## config.mk

```make
export PLATFORM = sky130hd
export DESIGN_NAME = depth_test_writer_flat
export DESIGN_NICKNAME = d
export VERILOG_FILES = /design/src/rtl/depth_test_writer_if.sv /design/src/rtl/depth_test_writer.sv /design/src/flat_wrapper.sv
export SDC_FILE = /design/constraint.sdc
export NUM_CORES = 1
export LEC_CHECK = 0
export ABC_AREA = 1
export BUFFER_PORTS_ARGS = -buffer_cell sky130_fd_sc_hd__buf_2
export CAP_MARGIN = 5
export CORE_MARGIN = 4
export CORE_UTILIZATION = 55
export CTS_CLUSTER_SIZE = 28
export DETAILED_ROUTE_END_ITERATION = 8
export MAX_ROUTING_LAYER = met4
export PLACE_DENSITY = 0.8
export SYNTH_ARGS = -nofsm -noshare
export SYNTH_HDL_FRONTEND = slang
export SYNTH_SLANG_ARGS = --single-unit
```

## constraint.sdc

```tcl
create_clock -name clk -period 4.9 [get_ports clk]
set_clock_uncertainty 0.2 [all_clocks]
set_input_delay 0.735 -clock clk [delete_from_list [all_inputs] [get_ports clk]]
set_output_delay 0.735 -clock clk [all_outputs]
set_load 0.02 [all_outputs]
```

## src/rtl/depth_test_writer_if.sv

```systemverilog
// Pixel-stream, depth-BRAM and framebuffer signals of depth_test_writer.
// master: rasterizer/BRAM/framebuffer side; slave: the depth_test_writer itself.
interface depth_test_writer_if #(
  parameter int unsigned DATAWIDTH  = 12,
  parameter int unsigned COLORWIDTH = 4,
  parameter int unsigned ADDRWIDTH  = 16
) ();
  logic [ADDRWIDTH-1:0]  i_fb_addr;
  logic                  i_fb_write_en;
  logic [DATAWIDTH-1:0]  i_depth;
  logic [COLORWIDTH-1:0] i_color;
  logic                  i_done;
  logic                  i_clear;
  logic                  o_ready;
  logic [ADDRWIDTH-1:0]  o_zb_raddr;
  logic [DATAWIDTH-1:0]  i_zb_rdata;
  logic [ADDRWIDTH-1:0]  o_zb_waddr;
  logic                  o_zb_we;
  logic [DATAWIDTH-1:0]  o_zb_wdata;
  logic [ADDRWIDTH-1:0]  o_fb_addr;
  logic                  o_fb_we;
  logic [COLORWIDTH-1:0] o_fb_color;
  logic                  o_done;
  logic                  o_clear_done;

  modport slave (
    input  i_fb_addr, i_fb_write_en, i_depth, i_color, i_done, i_clear, i_zb_rdata,
    output o_ready, o_zb_raddr, o_zb_waddr, o_zb_we, o_zb_wdata,
    output o_fb_addr, o_fb_we, o_fb_color, o_done, o_clear_done
  );

  modport master (
    output i_fb_addr, i_fb_write_en, i_depth, i_color, i_done, i_clear, i_zb_rdata,
    input  o_ready, o_zb_raddr, o_zb_waddr, o_zb_we, o_zb_wdata,
    input  o_fb_addr, o_fb_we, o_fb_color, o_done, o_clear_done
  );
endinterface

```

## src/rtl/depth_test_writer.sv

```systemverilog
// Depth-test writer: read-modify-write of an external read-first depth BRAM
// with two-slot write forwarding, colour write for nearer pixels, and a
// full-buffer depth clear sweep.
// Optional macro FB_CLEAR_COLOR_EN: clear sweep also writes colour 0 to the framebuffer.
module depth_test_writer #(
  parameter int unsigned DATAWIDTH  = 12,
  parameter int unsigned COLORWIDTH = 4,
  parameter int unsigned ADDRWIDTH  = 16,
  parameter int unsigned FB_SIZE    = 19200
) (
  input logic               clk,
  input logic               rst,
  depth_test_writer_if.slave bus
);

  // Counter is one bit wider so FB_SIZE == 2**ADDRWIDTH compares correctly
  localparam int unsigned CNTW = ADDRWIDTH + 1;

  typedef enum logic [1:0] {IDLE, CLEAR, CDONE} state_t;

  state_t                state_q, state_d;
  logic                  pend_q, pend_d;
  logic [CNTW-1:0]       cnt_q, cnt_d;
  logic                  ready_q, ready_d;
  logic                  s1_valid_q, s1_valid_d;
  logic [ADDRWIDTH-1:0]  s1_addr_q, s1_addr_d;
  logic [DATAWIDTH-1:0]  s1_depth_q, s1_depth_d;
  logic [COLORWIDTH-1:0] s1_color_q, s1_color_d;
  logic                  zb_we_q, zb_we_d;
  logic [ADDRWIDTH-1:0]  zb_waddr_q, zb_waddr_d;
  logic [DATAWIDTH-1:0]  zb_wdata_q, zb_wdata_d;
  logic                  fb_we_q, fb_we_d;
  logic [ADDRWIDTH-1:0]  fb_addr_q, fb_addr_d;
  logic [COLORWIDTH-1:0] fb_color_q, fb_color_d;
  logic                  w2_we_q, w2_we_d;
  logic [ADDRWIDTH-1:0]  w2_addr_q, w2_addr_d;
  logic [DATAWIDTH-1:0]  w2_data_q, w2_data_d;
  logic                  done1_q, done1_d;
  logic                  done2_q, done2_d;
  logic                  clear_done_q, clear_done_d;

  logic                  accept_c;
  logic                  w1_hit_c;
  logic                  w2_hit_c;
  logic [DATAWIDTH-1:0]  stored_c;
  logic                  pass_c;

  // Depth read goes straight to the BRAM in the accept cycle
  assign bus.o_zb_raddr   = bus.i_fb_addr;
  assign bus.o_ready      = ready_q;
  assign bus.o_zb_we      = zb_we_q;
  assign bus.o_zb_waddr   = zb_waddr_q;
  assign bus.o_zb_wdata   = zb_wdata_q;
  assign bus.o_fb_we      = fb_we_q;
  assign bus.o_fb_addr    = fb_addr_q;
  assign bus.o_fb_color   = fb_color_q;
  assign bus.o_done       = done2_q;
  assign bus.o_clear_done = clear_done_q;

  // Stage-1 capture, stored-depth forwarding and the strict nearer test
  always_comb begin
    accept_c   = ready_q & bus.i_fb_write_en;
    s1_valid_d = accept_c;
    s1_addr_d  = bus.i_fb_addr;
    s1_depth_d = bus.i_depth;
    s1_color_d = bus.i_color;
    w1_hit_c   = zb_we_q && (zb_waddr_q == s1_addr_q);
    w2_hit_c   = w2_we_q && (w2_addr_q == s1_addr_q);
    if (w1_hit_c) begin
      stored_c = zb_wdata_q;
    end else if (w2_hit_c) begin
      stored_c = w2_data_q;
    end else begin
      stored_c = bus.i_zb_rdata;
    end
    pass_c  = s1_valid_q && (s1_depth_q < stored_c);
    done1_d = bus.i_done;
    done2_d = done1_q;
  end

  // Next state, clear sweep and registered write-port values
  always_comb begin
    state_d      = state_q;
    pend_d       = pend_q;
    cnt_d        = cnt_q;
    ready_d      = 1'b0;
    clear_done_d = 1'b0;
    zb_we_d      = pass_c;
    zb_waddr_d   = s1_addr_q;
    zb_wdata_d   = s1_depth_q;
    fb_we_d      = pass_c;
    fb_addr_d    = s1_addr_q;
    fb_color_d   = s1_color_q;
    w2_we_d      = zb_we_q;
    w2_addr_d    = zb_waddr_q;
    w2_data_d    = zb_wdata_q;
    unique case (state_q)
      IDLE: begin
        if (bus.i_clear) begin
          pend_d = 1'b1;
        end
        // Start only once the last accepted pixel has left S1 and W1
        if (pend_q && !s1_valid_q && !zb_we_q) begin
          state_d = CLEAR;
          cnt_d   = '0;
        end
        ready_d = (state_d == IDLE) && !pend_d;
      end
      CLEAR: begin
        zb_we_d    = 1'b1;
        zb_waddr_d = ADDRWIDTH'(cnt_q);
        zb_wdata_d = '1;
`ifdef FB_CLEAR_COLOR_EN
        fb_we_d    = 1'b1;
        fb_addr_d  = ADDRWIDTH'(cnt_q);
        fb_color_d = COLORWIDTH'(0);
`else
        fb_we_d    = 1'b0;
`endif
        cnt_d = cnt_q + CNTW'(1);
        if (cnt_q == CNTW'(FB_SIZE - 1)) begin
          state_d = CDONE;
        end
      end
      CDONE: begin
        zb_we_d      = 1'b0;
        fb_we_d      = 1'b0;
        w2_we_d      = 1'b0;
        pend_d       = 1'b0;
        clear_done_d = 1'b1;
        state_d      = IDLE;
        ready_d      = 1'b1;
      end
      default: begin
        state_d = IDLE;
      end
    endcase
  end

  // All state and output registers
  always_ff @(posedge clk or posedge rst) begin
    if (rst) begin
      state_q      <= IDLE;
      pend_q       <= 1'b0;
      cnt_q        <= '0;
      ready_q      <= 1'b0;
      s1_valid_q   <= 1'b0;
      s1_addr_q    <= '0;
      s1_depth_q   <= '0;
      s1_color_q   <= '0;
      zb_we_q      <= 1'b0;
      zb_waddr_q   <= '0;
      zb_wdata_q   <= '0;
      fb_we_q      <= 1'b0;
      fb_addr_q    <= '0;
      fb_color_q   <= '0;
      w2_we_q      <= 1'b0;
      w2_addr_q    <= '0;
      w2_data_q    <= '0;
      done1_q      <= 1'b0;
      done2_q      <= 1'b0;
      clear_done_q <= 1'b0;
    end else begin
      state_q      <= state_d;
      pend_q       <= pend_d;
      cnt_q        <= cnt_d;
      ready_q      <= ready_d;
      s1_valid_q   <= s1_valid_d;
      s1_addr_q    <= s1_addr_d;
      s1_depth_q   <= s1_depth_d;
      s1_color_q   <= s1_color_d;
      zb_we_q      <= zb_we_d;
      zb_waddr_q   <= zb_waddr_d;
      zb_wdata_q   <= zb_wdata_d;
      fb_we_q      <= fb_we_d;
      fb_addr_q    <= fb_addr_d;
      fb_color_q   <= fb_color_d;
      w2_we_q      <= w2_we_d;
      w2_addr_q    <= w2_addr_d;
      w2_data_q    <= w2_data_d;
      done1_q      <= done1_d;
      done2_q      <= done2_d;
      clear_done_q <= clear_done_d;
    end
  end

endmodule
```

## src/flat_wrapper.sv

```systemverilog
// flat-port wrapper written by rule: the top's interface ports become plain ports
module depth_test_writer_flat 
#(
  parameter int unsigned DATAWIDTH  = 12,
  parameter int unsigned COLORWIDTH = 4,
  parameter int unsigned ADDRWIDTH  = 16,
  parameter int unsigned FB_SIZE    = 19200
)
  (clk, rst, bus_i_fb_addr, bus_i_fb_write_en, bus_i_depth, bus_i_color, bus_i_done, bus_i_clear, bus_i_zb_rdata, bus_o_ready, bus_o_zb_raddr, bus_o_zb_waddr, bus_o_zb_we, bus_o_zb_wdata, bus_o_fb_addr, bus_o_fb_we, bus_o_fb_color, bus_o_done, bus_o_clear_done);
  depth_test_writer_if #(.DATAWIDTH(DATAWIDTH), .COLORWIDTH(COLORWIDTH), .ADDRWIDTH(ADDRWIDTH)) bus_i ();
  input logic clk;
  input logic rst;
  input wire logic [$bits(bus_i.i_fb_addr)-1:0] bus_i_fb_addr;
  input wire logic [$bits(bus_i.i_fb_write_en)-1:0] bus_i_fb_write_en;
  input wire logic [$bits(bus_i.i_depth)-1:0] bus_i_depth;
  input wire logic [$bits(bus_i.i_color)-1:0] bus_i_color;
  input wire logic [$bits(bus_i.i_done)-1:0] bus_i_done;
  input wire logic [$bits(bus_i.i_clear)-1:0] bus_i_clear;
  input wire logic [$bits(bus_i.i_zb_rdata)-1:0] bus_i_zb_rdata;
  output wire logic [$bits(bus_i.o_ready)-1:0] bus_o_ready;
  output wire logic [$bits(bus_i.o_zb_raddr)-1:0] bus_o_zb_raddr;
  output wire logic [$bits(bus_i.o_zb_waddr)-1:0] bus_o_zb_waddr;
  output wire logic [$bits(bus_i.o_zb_we)-1:0] bus_o_zb_we;
  output wire logic [$bits(bus_i.o_zb_wdata)-1:0] bus_o_zb_wdata;
  output wire logic [$bits(bus_i.o_fb_addr)-1:0] bus_o_fb_addr;
  output wire logic [$bits(bus_i.o_fb_we)-1:0] bus_o_fb_we;
  output wire logic [$bits(bus_i.o_fb_color)-1:0] bus_o_fb_color;
  output wire logic [$bits(bus_i.o_done)-1:0] bus_o_done;
  output wire logic [$bits(bus_i.o_clear_done)-1:0] bus_o_clear_done;
  assign bus_i.i_fb_addr = bus_i_fb_addr;
  assign bus_i.i_fb_write_en = bus_i_fb_write_en;
  assign bus_i.i_depth = bus_i_depth;
  assign bus_i.i_color = bus_i_color;
  assign bus_i.i_done = bus_i_done;
  assign bus_i.i_clear = bus_i_clear;
  assign bus_i.i_zb_rdata = bus_i_zb_rdata;
  assign bus_o_ready = bus_i.o_ready;
  assign bus_o_zb_raddr = bus_i.o_zb_raddr;
  assign bus_o_zb_waddr = bus_i.o_zb_waddr;
  assign bus_o_zb_we = bus_i.o_zb_we;
  assign bus_o_zb_wdata = bus_i.o_zb_wdata;
  assign bus_o_fb_addr = bus_i.o_fb_addr;
  assign bus_o_fb_we = bus_i.o_fb_we;
  assign bus_o_fb_color = bus_i.o_fb_color;
  assign bus_o_done = bus_i.o_done;
  assign bus_o_clear_done = bus_i.o_clear_done;
  depth_test_writer #(.DATAWIDTH(DATAWIDTH), .COLORWIDTH(COLORWIDTH), .ADDRWIDTH(ADDRWIDTH), .FB_SIZE(FB_SIZE)) u_core (.clk(clk), .rst(rst), .bus(bus_i));
endmodule
```

-- Word level (Yosys, flattened, before mapping)
Index checks and enable logic that the tools add are counted.
- flip-flop bits (word level): 136
- bits in latches: 0
- memory bits (writable): 0
- ROM bits: 0
- output and inout port bits: 69
- logic and storage cells: 63
- memories kept: 0
- $add $sub $neg: 1
- $mul: 0
- div/mod/pow operators: 0
- magnitude comparators: 1
- equality and inequality tests: 7
- shift operators: 0
- mux-type cells: 18
- bitwise logic cells: 1
- reductions and logical operators: 15
- operator list (cell ; number):
    $mux W12 ; 3
    $pmux W17 S2 ; 1
    $eq A16 B16 Y1 ; 2
    $add A17 B1 Y17 const B ; 1
    $eq A17 B15 Y1 const B ; 1
    $mux W17 ; 1
    $mux W16 ; 1
    $lt A12 B12 Y1 ; 1
    $logic_and A1 B1 Y1 ; 6
    $mux W2 ; 3
    $pmux W1 S2 ; 3
    $mux W1 ; 5
    $logic_not A2 Y1 ; 2
    $ne A2 B1 Y1 const B ; 2
    $pmux W2 S2 ; 1
    $reduce_bool A2 Y1 ; 2
    $logic_not A1 Y1 ; 3
    $eq A2 B1 Y1 const B ; 1
    $eq A2 B2 Y1 const B ; 1
    $reduce_and A2 Y1 ; 1
    $reduce_or A2 Y1 ; 1
    $and A1 B1 Y1 ; 1

-- Depth between registers and ports, before layout
Gate-level depths: netlist of the first run.
- depth after elaboration: 8
- depth in mapped cells: 18
- depth with buffers taken out: 17

-- Worst setup path before layout of the first run
No wires, ideal clock.
- path kind: reg2reg
- start: register u_core.s1_addr_q[4] (netlist: u_core.fb_addr_d[4])
- end: register u_core.zb_we_q (netlist: u_core.bus.o_zb_we)
- library setup time: 0.066 ns
- arrival time: 2.383 ns
- slack: 2.251 ns
- stages on the path, launching flop included: 13
- path buffers: 1
- path through: dfrtp_1 -> xnor2_1 -> inv_1 -> nor4_1 -> nand4_1 -> clkbuf_1 -> o211ai_1 -> o21ai_0 -> ha_1 -> or3b_2 -> a211oi_1 -> nand2_1 -> nand2_1
- cells in the longest elaborated chain, start to end: 7
- elaborated cells on any way between the ends: 9
- classes of those cells: order compare (1); eq/ne (2); mux (3); reduce/logical (3)
- RTL lines (element ; RTL line ; text):
    start, declared ; depth_test_writer.sv:26 ; logic [ADDRWIDTH-1:0] s1_addr_q, s1_addr_d;
    start signal, assigned ; depth_test_writer.sv:169 ; s1_addr_q <= s1_addr_d;
    $eq A16 B16 Y1 ; depth_test_writer.sv:68 ; w2_hit_c = w2_we_q && (w2_addr_q == s1_addr_q);
    $logic_and A1 B1 Y1 ; depth_test_writer.sv:68 ;
    $mux W12 ; depth_test_writer.sv:71 ; end else if (w2_hit_c) begin
    $mux W12 * ; depth_test_writer.sv:69 ; if (w1_hit_c) begin
    $lt A12 B12 Y1 * ; depth_test_writer.sv:76 ; pass_c = s1_valid_q && (s1_depth_q < stored_c);
    $logic_and A1 B1 Y1 * ; depth_test_writer.sv:76 ;
    $pmux W1 S2 * ; depth_test_writer.sv:97 ; unique case (state_q)
    via u_core.zb_we_d ; depth_test_writer.sv:29 ; logic zb_we_q, zb_we_d;
    end signal, assigned ; depth_test_writer.sv:172 ; zb_we_q <= zb_we_d;
    end, declared ; depth_test_writer.sv:29 ;
The timed path passes the listed nets; every way through them passes the cells marked *.
A chain may end at the register's enable or synchronous reset.

-- Worst setup path in the final report of the first run
- start: register u_core.s1_addr_q[1] (netlist: u_core.fb_addr_d[1])
- end: register u_core.zb_we_q (netlist: u_core.bus.o_zb_we)
The elaborated chain is that of the path after synthesis.

==> results.txt, run 1 <==
----------------------------------------------------
[Run status]
  Outcome ... finished, final reports clean

[Timing]
  Number of setup violations in the final report ... 0
  Clock period minus final worst setup slack ... 3660 ps
  Fin. Hold Viols ... 0
  Worst slew pin tran ... 802 ps
  Slew headroom ... 46.4%
  Final-layout setup total negative slack ... 0 ps
  Period utilization ... 74.7%
  Number of max-slew violations in the final report ... 0
  Setup repair after global routing missed its margin ... no
  Maximum achievable frequency ... 273 MHz

[Yosys]
  Number of distinct library cells after synthesis ... 34
  FF+latch count, synth ... 136
  Most used DFF post-synth ... sky130_fd_sc_hd__dfrtp_1
  Most frequent cells after synthesis ... sky130_fd_sc_hd__nand2_1, sky130_fd_sc_hd__dfrtp_1, sky130_fd_sc_hd__inv_1
  Cell taking the most area after synthesis ... sky130_fd_sc_hd__dfrtp_1
  Most frequent cell after synthesis ... sky130_fd_sc_hd__nand2_1
  Async set-or-reset flop fraction in the synthesized netlist ... 100%
  Average footprint of a synthesized cell ... 9.43 µm²
  Synthesized net count ... 671
  Yosys warns ... 0
  Cell types with the largest area share after synthesis ... sky130_fd_sc_hd__dfrtp_1, sky130_fd_sc_hd__nand2_1, sky130_fd_sc_hd__inv_1
  Number of enable flip-flop cells after synthesis ... 0
  Sequential element share of the synthesized area ... 59.5%
  Cell Area, Synth ... 5720 µm²
  Share of the synthesized area in the top cell type ... 59.5%
  Count of mapped cells out of synthesis ... 607

[Pwr]
  Total power density per cell area ... 491 nW/µm²
  Gate power share ... 22.8%
  Switching component of the power ... 0.00110 W
  Peak supply drop ... 0.287 mV
  Register share of total power ... 42.3%
  Pleak ... 3.60 nW
  Share of total power in the clock network ... 34.9%
  Power Total ... 0.00339 W
  Switching Share ... 32.4%
  Internal ... 0.00229 W

[Finish]
  Area Overhead vs Synth ... 20.7%
  Post-Route Utilization ... 69.4%
  Antenna Diode Count ... 0
  Non-filler cells in the finished layout ... 864
  Final Net Count ... 784
  Layout cells sized above 1 ... 24.4%
  Number of filler instances in the final layout ... 792

[Critical path]
  Worst setup path category ... flip-flop to flip-flop
  Startpoint kind of the worst setup timing path ... flip-flop
  Crit-path most repeated cell ... sky130_fd_sc_hd__nand2_1
  Crit end category ... flip-flop
  Path depth of the worst reg2reg path ... 12
  Data arrival time of the critical path ... 3920 ps
  Critical path required time ... 5160 ps
  Critical Path Slowest Stage Cell ... sky130_fd_sc_hd__nand4_1
  Critical path depth ... 12
  List of cells traversed by the critical path ... inv_1, nand2_1, nand3_1, nor4_1, nand4_1, o211ai_1, o21ai_0, ha_1, or3b_2, a211oi_1, nand2_1, nand2_1
  Largest delay contributor family on the critical path ... simple AND/OR/NAND/NOR gates
  Number of buffer and inverter stages on the critical path ... 1
  Max FO, Critical Path ... 20
  Biggest cell delay along the critical path ... 690 ps

[GRT]
  Number of antenna violations at the first check in global routing ... 0
  Maximum number of pins on one net before global-route repair ... 126
  Global route total overflow ... 0
  Wire length of the first global-routing pass ... 21,400 µm
  Global Route Usage Sum ... 24.5%
  Via count of the first global-routing pass ... 4,362

[Clock tree]
  TritonCTS clock tree ... built
  Number of buffers created by CTS ... 17
  Clock insertion delay at the later pin of the skew report ... 520 ps
  CTS H-tree depth ... 4
  Root buffer selected by CTS ... sky130_fd_sc_hd__clkbuf_8
  Clock-pin slew on the worst setup and hold paths ... 60 ps
  Maximum root-to-sink buffer count ... 2
  Clock sink count ... 136
  Number of gates given a new drive strength after cts ... 0

[Drt]
  Antenna Violating Nets Remaining ... 0
  Number of vias after detailed routing ... 4,401
  Via-to-Cell Ratio ... 5.09
  Routed wirelength normalized by instance count ... 15.5 µm
  Drt total wl ... 13,400 µm
  Iteration-0 DRC count of the detailed router ... 288
  DRC ... 0
  First drt pass iteration count ... 5

[Floorplanning]
  Number of standard-cell rows in the floorplan ... 36
  Die width ... 110 µm
  Core region area ... 9950 µm²
  Ports ... 118
  Initial core utilization ... 57.5%
  Area of the die ... 12,100 µm²
  Die Y-Extent ... 110 µm

[Placement]
  Number of placed instances with taps included ... 833
  Estimated wirelength of the detail-placed design ... 9920 µm
  Number of input and output port buffers inserted ... 117
  Final weighted congestion of routability-driven global placement ... 0.904

[Flow run]
  Max_cap viols ... 0

[Hold path]
  Worst hold path stage count ... 1
  Worst Hold Class ... input pin to flip-flop

----------------------------------------------------
cells in the final DEF, fill, tap and decap left out, drive strengths merged, types with 10 or more instances in the layout:
master  instances
nand2         151
nor2           48
inv            84
clkbuf         21
o211ai         11
o21ai          45
ha             15
or2            16
buf           119
nand4          14
nand3          19
dfrtp         136
nor3           10
a21oi          16
metrics by stage:
step           setup WS (ps)  hold WS [ps]  cell area [µm²]
6_report                1240           111             6910
5_1_grt                  835          89.1             6910
4_1_cts                 1290          86.2             6910
3_5_place_dp            1300           135             6350
3_3_place_gp            1460           131             6350
2_1_floorplan            326           131             5720
kinds of logic (layout without fill, tap and decap cells):
logic type | count (synthesis) | after routing | share of synthesized area [%]
compound gates | 76 | 76 | 7.28
xor+xnor | 7 | 7 | 1.07
fa+ha+maj | 15 | 15 | 3.28
buf+inv | 110 | 234 | 8.26
flops | 136 | 136 | 59.5
simple gates | 263 | 263 | 20.7
path summary, 6_finish.rpt:
kind | startpoint | end | slack [ps]
worst max-delay path | u_core.fb_addr_d[1] | u_core.bus.o_zb_we | 1240
worst min-delay path | bus_i_depth[2] | u_core.s1_depth_q[2] | 110
worst max register to register | u_core.fb_addr_d[1] | u_core.bus.o_zb_we | 1240
worst min register to register | u_core.done1_q | u_core.bus.o_done | 140
max in group asynchronous | rst | u_core.fb_addr_d[6] | 3190
min in group asynchronous | rst | u_core.bus.o_done | 460
routing by layer:
| metal | track usage, % | routed length [µm] | vias to the layer above |
|---|---|---|---|
| met5 | - | 0 | - |
| met4 | 10.6 | 347 | 0 |
| met3 | 6.64 | 670 | 29 |
| met2 | 37.1 | 6520 | 115 |
| met1 | 31.2 | 5850 | 2129 |
| li1 | - | - | 2128 |
worst reg2reg max path: stages, from the launching register on:
cell	delay (ps)
sky130_fd_sc_hd__dfrtp_1	410
sky130_fd_sc_hd__inv_1	100
sky130_fd_sc_hd__nand2_1	90
sky130_fd_sc_hd__nand3_1	100
sky130_fd_sc_hd__nor4_1	310
sky130_fd_sc_hd__nand4_1	690
sky130_fd_sc_hd__o211ai_1	500
sky130_fd_sc_hd__o21ai_0	150
sky130_fd_sc_hd__ha_1	200
sky130_fd_sc_hd__or3b_2	460
sky130_fd_sc_hd__a211oi_1	220
sky130_fd_sc_hd__nand2_1	100
sky130_fd_sc_hd__nand2_1	70
what timing repair did:
| action | in CTS | in global routing |
|---|---|---|
| buffers inserted | 0 | 0 |
| hold buffers | 1 | 0 |
| hold endpoints to repair | 11 | 0 |
power by group through the flow:
stage	combinational [W]	sequential [W]	clock [W]
global placement	0.000755	0.00144	0
global route	0.000857	0.00146	0.00125
floorplan	0.000437	0.00152	0
detailed placement	0.000769	0.00145	0
CTS	0.000777	0.00143	0.00120
finish	0.000773	0.00144	0.00118
state kept, by name, summed over array words and instances, names as in the netlist:
register / cells
u_core.s1_depth_q: 12
u_core.bus.o_zb_we: 1
u_core.bus.o_clear_done: 1
u_core.bus.o_fb_addr: 16
u_core.w2_data_q: 12
u_core.s1_valid_q: 1
u_core.bus.o_done: 1
u_core.fb_addr_d: 16
u_core.state_q: 2
u_core.w2_we_q: 1
u_core.bus.o_fb_we: 1
u_core.w2_addr_q: 16
u_core.bus.o_ready: 1
u_core.bus.o_fb_color: 4
u_core.bus.o_zb_waddr: 16
u_core.cnt_q: 17
u_core.bus.o_zb_wdata: 12
u_core.pend_q: 1
u_core.done1_q: 1
u_core.fb_color_d: 4
final cells by class:
cell class                      count  area [µm²]  area share, %
Clock inverter                      9         101           1.47
Tap cell                          133         166           2.41
Clock buffer                       21         449           6.50
Sequential cell                   136        3400           49.3
Inverter                           84         318           4.60
Multi-Input combinational cell    361        1850           26.7
Timing Repair Buffer              120         623           9.02
No activity file was read; power rests on OpenSTA's default activity.
==> run 2, diff against run 1 <==
- CORE_UTILIZATION: 55 -> 49
- PLACE_DENSITY: 0.8 -> 0.75
- clock period: 4.9 -> 3.2 ns (I/O delays scaled with it)
==> results.txt, run 2 (synthesized netlist as in run 1, its figures left out) <==
----------------------------------------------------
[Run status]
  Outcome ... finished, final reports clean

[Flow run]
  Max_cap viols ... 0 (unchanged)

[Hold path]
  Worst Hold Class ... input pin to flip-flop

[Finish]
  Reg with most FFs ... u_core.cnt_q
  Highest-count cells in the layout ignoring fill and taps ... sky130_fd_sc_hd__nand2_1, sky130_fd_sc_hd__dfrtp_1, sky130_fd_sc_hd__buf_2
  Final Net Count ... 820 (+4.6%)
  Layout cells sized above 1 ... 24.8% (+0.49 points)
  Post-Route Utilization ... 64.4% (-5.0 points)
  Most common library cell in the layout ignoring fill and taps ... sky130_fd_sc_hd__nand2_1
  Largest register FFs ... 17 (unchanged)
  Area Overhead vs Synth ... 28.4%
  Antenna Diode Count ... 0 (unchanged)
  Number of filler instances in the final layout ... 930 (+17%)

[Critical path]
  Data arrival time of the critical path ... 3240 ps (-680 ps)
  Critical Path Slowest Stage Cell ... sky130_fd_sc_hd__or3b_2
  Startpoint kind of the worst setup timing path ... flip-flop
  List of cells traversed by the critical path ... inv_1, nand2_1, nand3_1, nor4_2, nand4_1, buf_6, o211ai_1, o21ai_1, ha_1, or3b_2, a211oi_2, nand2_1, nand2_1
  Biggest cell delay along the critical path ... 480 ps (-210 ps)
  Crit-path most repeated cell ... sky130_fd_sc_hd__nand2_1
  Crit end category ... flip-flop
  Critical path required time ... 3370 ps (-1790 ps)
  Largest delay contributor family on the critical path ... simple AND/OR/NAND/NOR gates
  Worst setup path category ... flip-flop to flip-flop
  Max FO, Critical Path ... 20 (unchanged)
  Number of buffer and inverter stages on the critical path ... 2 (+1)

[Placement]
  Number of input and output port buffers inserted ... 117 (unchanged)
  Final weighted congestion of routability-driven global placement ... 0.976 (+8.0%)
  Estimated wirelength of the detail-placed design ... 10,200 µm (+3.1%)

[Floorplanning]
  Area of the die ... 13,500 µm² (+11%)
  Number of standard-cell rows in the floorplan ... 39 (+8.3%)
  Die Y-Extent ... 116 µm (+5.5%)
  Initial core utilization ... 50.1% (-7.4 points)
  Core region area ... 11,400 µm² (+15%)
  Ports ... 118 (unchanged)
  Die width ... 116 µm (+5.5%)

[Timing]
  Slew headroom ... 61.6% (+15 points)
  Worst slew pin tran ... 574 ps (-228 ps)
  Number of setup violations in the final report ... 0 (unchanged)
  Number of max-slew violations in the final report ... 0 (unchanged)
  Fin. Hold Viols ... 0 (unchanged)
  Maximum achievable frequency ... 325 MHz (+19%)
  Clock period minus final worst setup slack ... 3070 ps (-589 ps)
  Fin Hold WS ... 40.6 ps (-70.1 ps)
  Period utilization ... 96.0% (+21 points)

[Drt]
  First drt pass iteration count ... 5 (unchanged)
  Routed wirelength normalized by instance count ... 15.9 µm (+2.8%)
  Drt total wl ... 14,500 µm (+8.6%)
  Antenna Violating Nets Remaining ... 0 (unchanged)
  Iteration-0 DRC count of the detailed router ... 325 (+13%)
  DRC ... 0 (unchanged)
  Via-to-Cell Ratio ... 5.07 (-0.46%)
  Number of vias after detailed routing ... 4,624 (+5.1%)

[Pwr]
  Power Total ... 0.00539 W (+59%)
  Pleak ... 3.76 nW (+4.5%)
  Peak supply drop ... 0.642 mV (+120%)
  Total power density per cell area ... 734 nW/µm² (+50%)

[GRT]
  Global route total overflow ... 0 (unchanged)
  Via count of the first global-routing pass ... 4,675 (+7.2%)
  Maximum number of pins on one net before global-route repair ... 79 (-37%)
  Wire length of the first global-routing pass ... 22,600 µm (+5.7%)
  Global Route Usage Sum ... 22.8% (-1.7 points)
  Number of antenna violations at the first check in global routing ... 0 (unchanged)

[Clock tree]
  CTS H-tree depth ... 4 (unchanged)
  Clock-pin slew on the worst setup and hold paths ... 60 ps (about the same)
  Setup Fix Bufs, Post-CTS ... 0 (unchanged)
  Maximum root-to-sink buffer count ... 2 (unchanged)
  Clock insertion delay at the later pin of the skew report ... 430 ps (-90 ps)
  Clock sink count ... 136 (unchanged)
  Root buffer selected by CTS ... sky130_fd_sc_hd__clkbuf_16
  TritonCTS clock tree ... built
  Number of buffers created by CTS ... 17 (unchanged)

----------------------------------------------------
==> run 2: path summary, 6_finish.rpt <==
kind	startpoint	to	slack [ps]	cells after the start
setup reg to reg	u_core.fb_addr_d[1]	u_core.bus.o_zb_we	130	13
min in group asynchronous	rst	u_core.fb_color_d[3]	460	3
hold / removal	bus_i_fb_write_en	u_core.s1_valid_q	40	3
max in group asynchronous	rst	u_core.w2_data_q[9]	1520	4
hold reg to reg	u_core.fb_color_d[2]	u_core.bus.o_fb_color[2]	160	0
setup / recovery	u_core.fb_addr_d[1]	u_core.bus.o_zb_we	130	13
==> run 2: final cells by class <==
cell class	count	area (µm²)	area share [%]
multi-input cells	361	1880	25.5
clock buffers	17	425	5.79
well taps	143	179	2.43
clock inverters	15	166	2.26
flip-flops and latches	136	3400	46.3
repair buffers	156	980	13.3
inverters	84	319	4.34
==> run 2: worst reg2reg max path: stages, from the launching register on <==
cell and delay (ps):
sky130_fd_sc_hd__dfrtp_1 430, sky130_fd_sc_hd__inv_1 110, sky130_fd_sc_hd__nand2_1 120, sky130_fd_sc_hd__nand3_1 110
sky130_fd_sc_hd__nor4_2 290, sky130_fd_sc_hd__nand4_1 160, sky130_fd_sc_hd__buf_6 200, sky130_fd_sc_hd__o211ai_1 200
sky130_fd_sc_hd__o21ai_1 110, sky130_fd_sc_hd__ha_1 200, sky130_fd_sc_hd__or3b_2 480, sky130_fd_sc_hd__a211oi_2 250
sky130_fd_sc_hd__nand2_1 100, sky130_fd_sc_hd__nand2_1 60
==> run 2: report_power, final <==
part	internal, W	leakage [nW]	switching [W]
Sequential	0.00199	1.64	0.000201
Clock	0.00116	0.275	0.000775
Combinational	0.000420	1.85	0.000843
==> run 2: per-stage QoR <==
step	std cells	setup WS (ps)	TNS (ps)	cell area, µm²
finish	912	127	0	7350
global route	912	-79.6	-156	7350
CTS	912	0.0646	0	7320
detailed placement	846	71.0	0	6380
global placement	846	169	0	6380
floorplan	607	551	0	5730
==> run 2: timing repair <==
item,CTS,global route
setup endpoints to repair,0,2
resized for setup,0,8
hold buffers,34,0
hold endpoints to repair,57,0
==> run 2: per-layer routing <==
layer | wire length (µm) | global-route usage (%) | vias to the layer above
li1 | - | - | 2213
met1 | 5820 | 26.5 | 2259
met2 | 7600 | 38.6 | 126
met3 | 751 | 5.43 | 26
met4 | 365 | 8.35 | 0
met5 | 0 | - | -
==> run 3, diff against run 2 <==
- RECOVER_POWER: unset -> 100
==> results.txt, run 3 (synthesized netlist as in run 1, its figures left out) <==
----------------------------------------------------
[Run status]
  Outcome ... finished, final reports clean

[Timing]
  Number of setup violations in the final report ... 0 (unchanged)
  Period utilization ... 96.2% (+0.14 points)
  Number of max-slew violations in the final report ... 0 (unchanged)
  Worst slew pin tran ... 1090 ps (+514 ps)
  Slew headroom ... 27.0% (-35 points)
  Maximum achievable frequency ... 325 MHz (-0.15%)
  Fin Hold WS ... 36.2 ps (-4.40 ps)
  Clock period minus final worst setup slack ... 3080 ps (+4.55 ps)
  Fin. Hold Viols ... 0 (unchanged)
  Setup WS post-layout ... 123 ps (-4.55 ps)

[Critical path]
  Startpoint kind of the worst setup timing path ... flip-flop
  List of cells traversed by the critical path ... inv_1, nand2_1, nand3_1, nor4_2, nand4_1, buf_6, o211ai_1, o21ai_1, ha_1, or3b_2, a211oi_2, nand2_1, nand2_1
  Data arrival time of the critical path ... 3250 ps (about the same)
  Max FO, Critical Path ... 20 (unchanged)
  Reg-to-reg critical path startpoint ... u_core.fb_addr_d[1]
  Crit-path most repeated cell ... sky130_fd_sc_hd__nand2_1
  Critical Path Slowest Stage Cell ... sky130_fd_sc_hd__or3b_2
  Worst reg2reg path endpoint ... u_core.bus.o_zb_we
  CP endpoint ... u_core.bus.o_zb_we
  Path depth of the worst reg2reg path ... 13 (unchanged)
  Biggest cell delay along the critical path ... 480 ps (about the same)
  Crit end category ... flip-flop
  Critical path required time ... 3370 ps (about the same)
  Worst setup path startpoint ... u_core.fb_addr_d[1]
  Worst setup path category ... flip-flop to flip-flop
  Flop2flop setup slack ... 120 ps (about the same)

[Pwr]
  Switching component of the power ... 0.00180 W (-1.2%)
  Share of total power in the clock network ... 36.5% (+0.6 points)
  Internal ... 0.00352 W (-1.5%)
  Gate power share ... 22.2% (-1.2 points)
  Switching Share ... 33.8% (+0.076 points)
  Register share of total power ... 41.3% (+0.6 points)
  Total power density per cell area ... 739 nW/µm² (+0.67%)
  Pleak ... 3.51 nW (-6.6%)
  Peak supply drop ... 0.644 mV (+0.27%)

[Placement]
  Number of input and output port buffers inserted ... 117 (unchanged)
  Final weighted congestion of routability-driven global placement ... 0.976 (unchanged)
  Number of placed instances with taps included ... 846 (unchanged)
  Pre-CTS setup slack ... 71.0 ps (unchanged)
  Estimated wirelength of the detail-placed design ... 10,200 µm (unchanged)

[Clock tree]
  Clock-pin slew on the worst setup and hold paths ... 60 ps (about the same)
  Clock sink count ... 136 (unchanged)
  Setup Fix Bufs, Post-CTS ... 0 (unchanged)
  Root buffer selected by CTS ... sky130_fd_sc_hd__clkbuf_16
  Clock insertion delay at the later pin of the skew report ... 430 ps (about the same)
  TritonCTS clock tree ... built
  Maximum root-to-sink buffer count ... 2 (unchanged)
  Number of buffers created by CTS ... 17 (unchanged)
  CTS H-tree depth ... 4 (unchanged)

[Floorplanning]
  Die Y-Extent ... 116 µm (unchanged)
  Core region area ... 11,400 µm² (unchanged)
  Initial core utilization ... 50.1% (unchanged)
  Area of the die ... 13,500 µm² (unchanged)
  Die width ... 116 µm (unchanged)
  Number of standard-cell rows in the floorplan ... 39 (unchanged)
  Ports ... 118 (unchanged)

[GRT]
  Number of antenna violations at the first check in global routing ... 0 (unchanged)
  Maximum number of pins on one net before global-route repair ... 79 (unchanged)
  Global route total overflow ... 0 (unchanged)
  Via count of the first global-routing pass ... 4,675 (unchanged)
  Wire length of the first global-routing pass ... 22,600 µm (unchanged)
  Global Route Usage Sum ... 22.8% (unchanged)

[Finish]
  Reg with most FFs ... u_core.cnt_q
  Antenna Diode Count ... 0 (unchanged)
  Layout cells sized above 1 ... 13.7% (-11 points)
  Final Net Count ... 820 (unchanged)
  Area Overhead vs Synth ... 25.7%
  Most common library cell in the layout ignoring fill and taps ... sky130_fd_sc_hd__nand2_1
  Non-filler cells in the finished layout ... 912 (unchanged)
  Highest-count cells in the layout ignoring fill and taps ... sky130_fd_sc_hd__nand2_1, sky130_fd_sc_hd__dfrtp_1, sky130_fd_sc_hd__inv_1
  Largest register FFs ... 17 (unchanged)
  Number of filler instances in the final layout ... 991 (+6.6%)

[Drt]
  First drt pass iteration count ... 4 (-1)
  Antenna Violating Nets Remaining ... 0 (unchanged)
  DRC ... 0 (unchanged)
  Drt total wl ... 14,400 µm (-0.60%)
  Routed wirelength normalized by instance count ... 15.8 µm (-0.60%)
  Number of vias after detailed routing ... 4,570 (-1.2%)
  Via-to-Cell Ratio ... 5.01 (-1.2%)
  Iteration-0 DRC count of the detailed router ... 281 (-14%)

[Flow run]
  Max_cap viols ... 0 (unchanged)

[Hold path]
  Worst Hold Class ... input pin to flip-flop

----------------------------------------------------
run 3: cell count changes in the layout (fill, tap and decap cells not counted), sizes merged:
cell | previous run | this run
buf | 122 | 40
clkbuf | 17 | 99
run 3: final cells by class:
| type | instances | area (µm²) | area share, % |
|---|---|---|---|
| multi-input cells | 361 | 1840 | 25.6 |
| repair buffers | 156 | 862 | 12.0 |
| clock buffers | 17 | 425 | 5.91 |
| flip-flops and latches | 136 | 3400 | 47.3 |
| inverters | 84 | 317 | 4.40 |
| well taps | 143 | 179 | 2.49 |
| clock inverters | 15 | 166 | 2.31 |
run 3: worst min-delay path by stage:
stage	from	end	slack [ps]	depth (start not counted)
2_1_floorplan	u_core.done1_q	u_core.bus.o_done	130	0
3_3_place_gp	u_core.done1_q	u_core.bus.o_done	130	0
3_5_place_dp	u_core.fb_color_d[2]	u_core.bus.o_fb_color[2]	140	0
4_1_cts	bus_i_fb_write_en	u_core.s1_valid_q	30	3
5_1_grt	bus_i_fb_write_en	u_core.s1_valid_q	50	3
6_report	bus_i_fb_write_en	u_core.s1_valid_q	40	3
run 3: critical path, delay by kind of cell (launching register included):
kind | cells | cell delay [ps]
compound gates | 3 | 570
fa+ha+maj | 1 | 200
buf+inv | 2 | 310
flops | 1 | 430
simple gates | 7 | 1320
run 3: what timing repair did:
action,CTS,global route
endpoints found under the hold margin,57,0
setup endpoints to repair,0,2
hold buffers,34,0
resized for setup,0,8
run 3: per-stage QoR:
step | cell area [µm²] | util [%] | TNS [ps] | total power (W)
floorplan | 5730 | - | 0 | 0.00299
global route | 7200 | 63.0 | -159 | 0.00558
detailed placement | 6380 | 55.9 | 0 | 0.00342
CTS | 7320 | 64.1 | 0 | 0.00541
finish | 7200 | 63.0 | 0 | 0.00532
global placement | 6380 | 55.9 | 0 | 0.00339
run 3: layer usage:
metal	wire length (µm)	share of wire, %	global-route usage, %	vias up
li1	-	-	-	2215
met2	7520	52	38.6	116
met3	746	5.2	5.43	29
met4	396	2.7	8.35	0
met5	0	0	-	-
met1	5780	40	26.5	2210
run 3: power by group through the flow:
stage | clock (W) | combinational (W) | sequential [W]
4_1_cts | 0.00196 | 0.00125 | 0.00219
3_5_place_dp | 0 | 0.00120 | 0.00222
2_1_floorplan | 0 | 0.000670 | 0.00232
5_1_grt | 0.00204 | 0.00131 | 0.00223
6_report | 0.00194 | 0.00118 | 0.00220
3_3_place_gp | 0 | 0.00119 | 0.00220
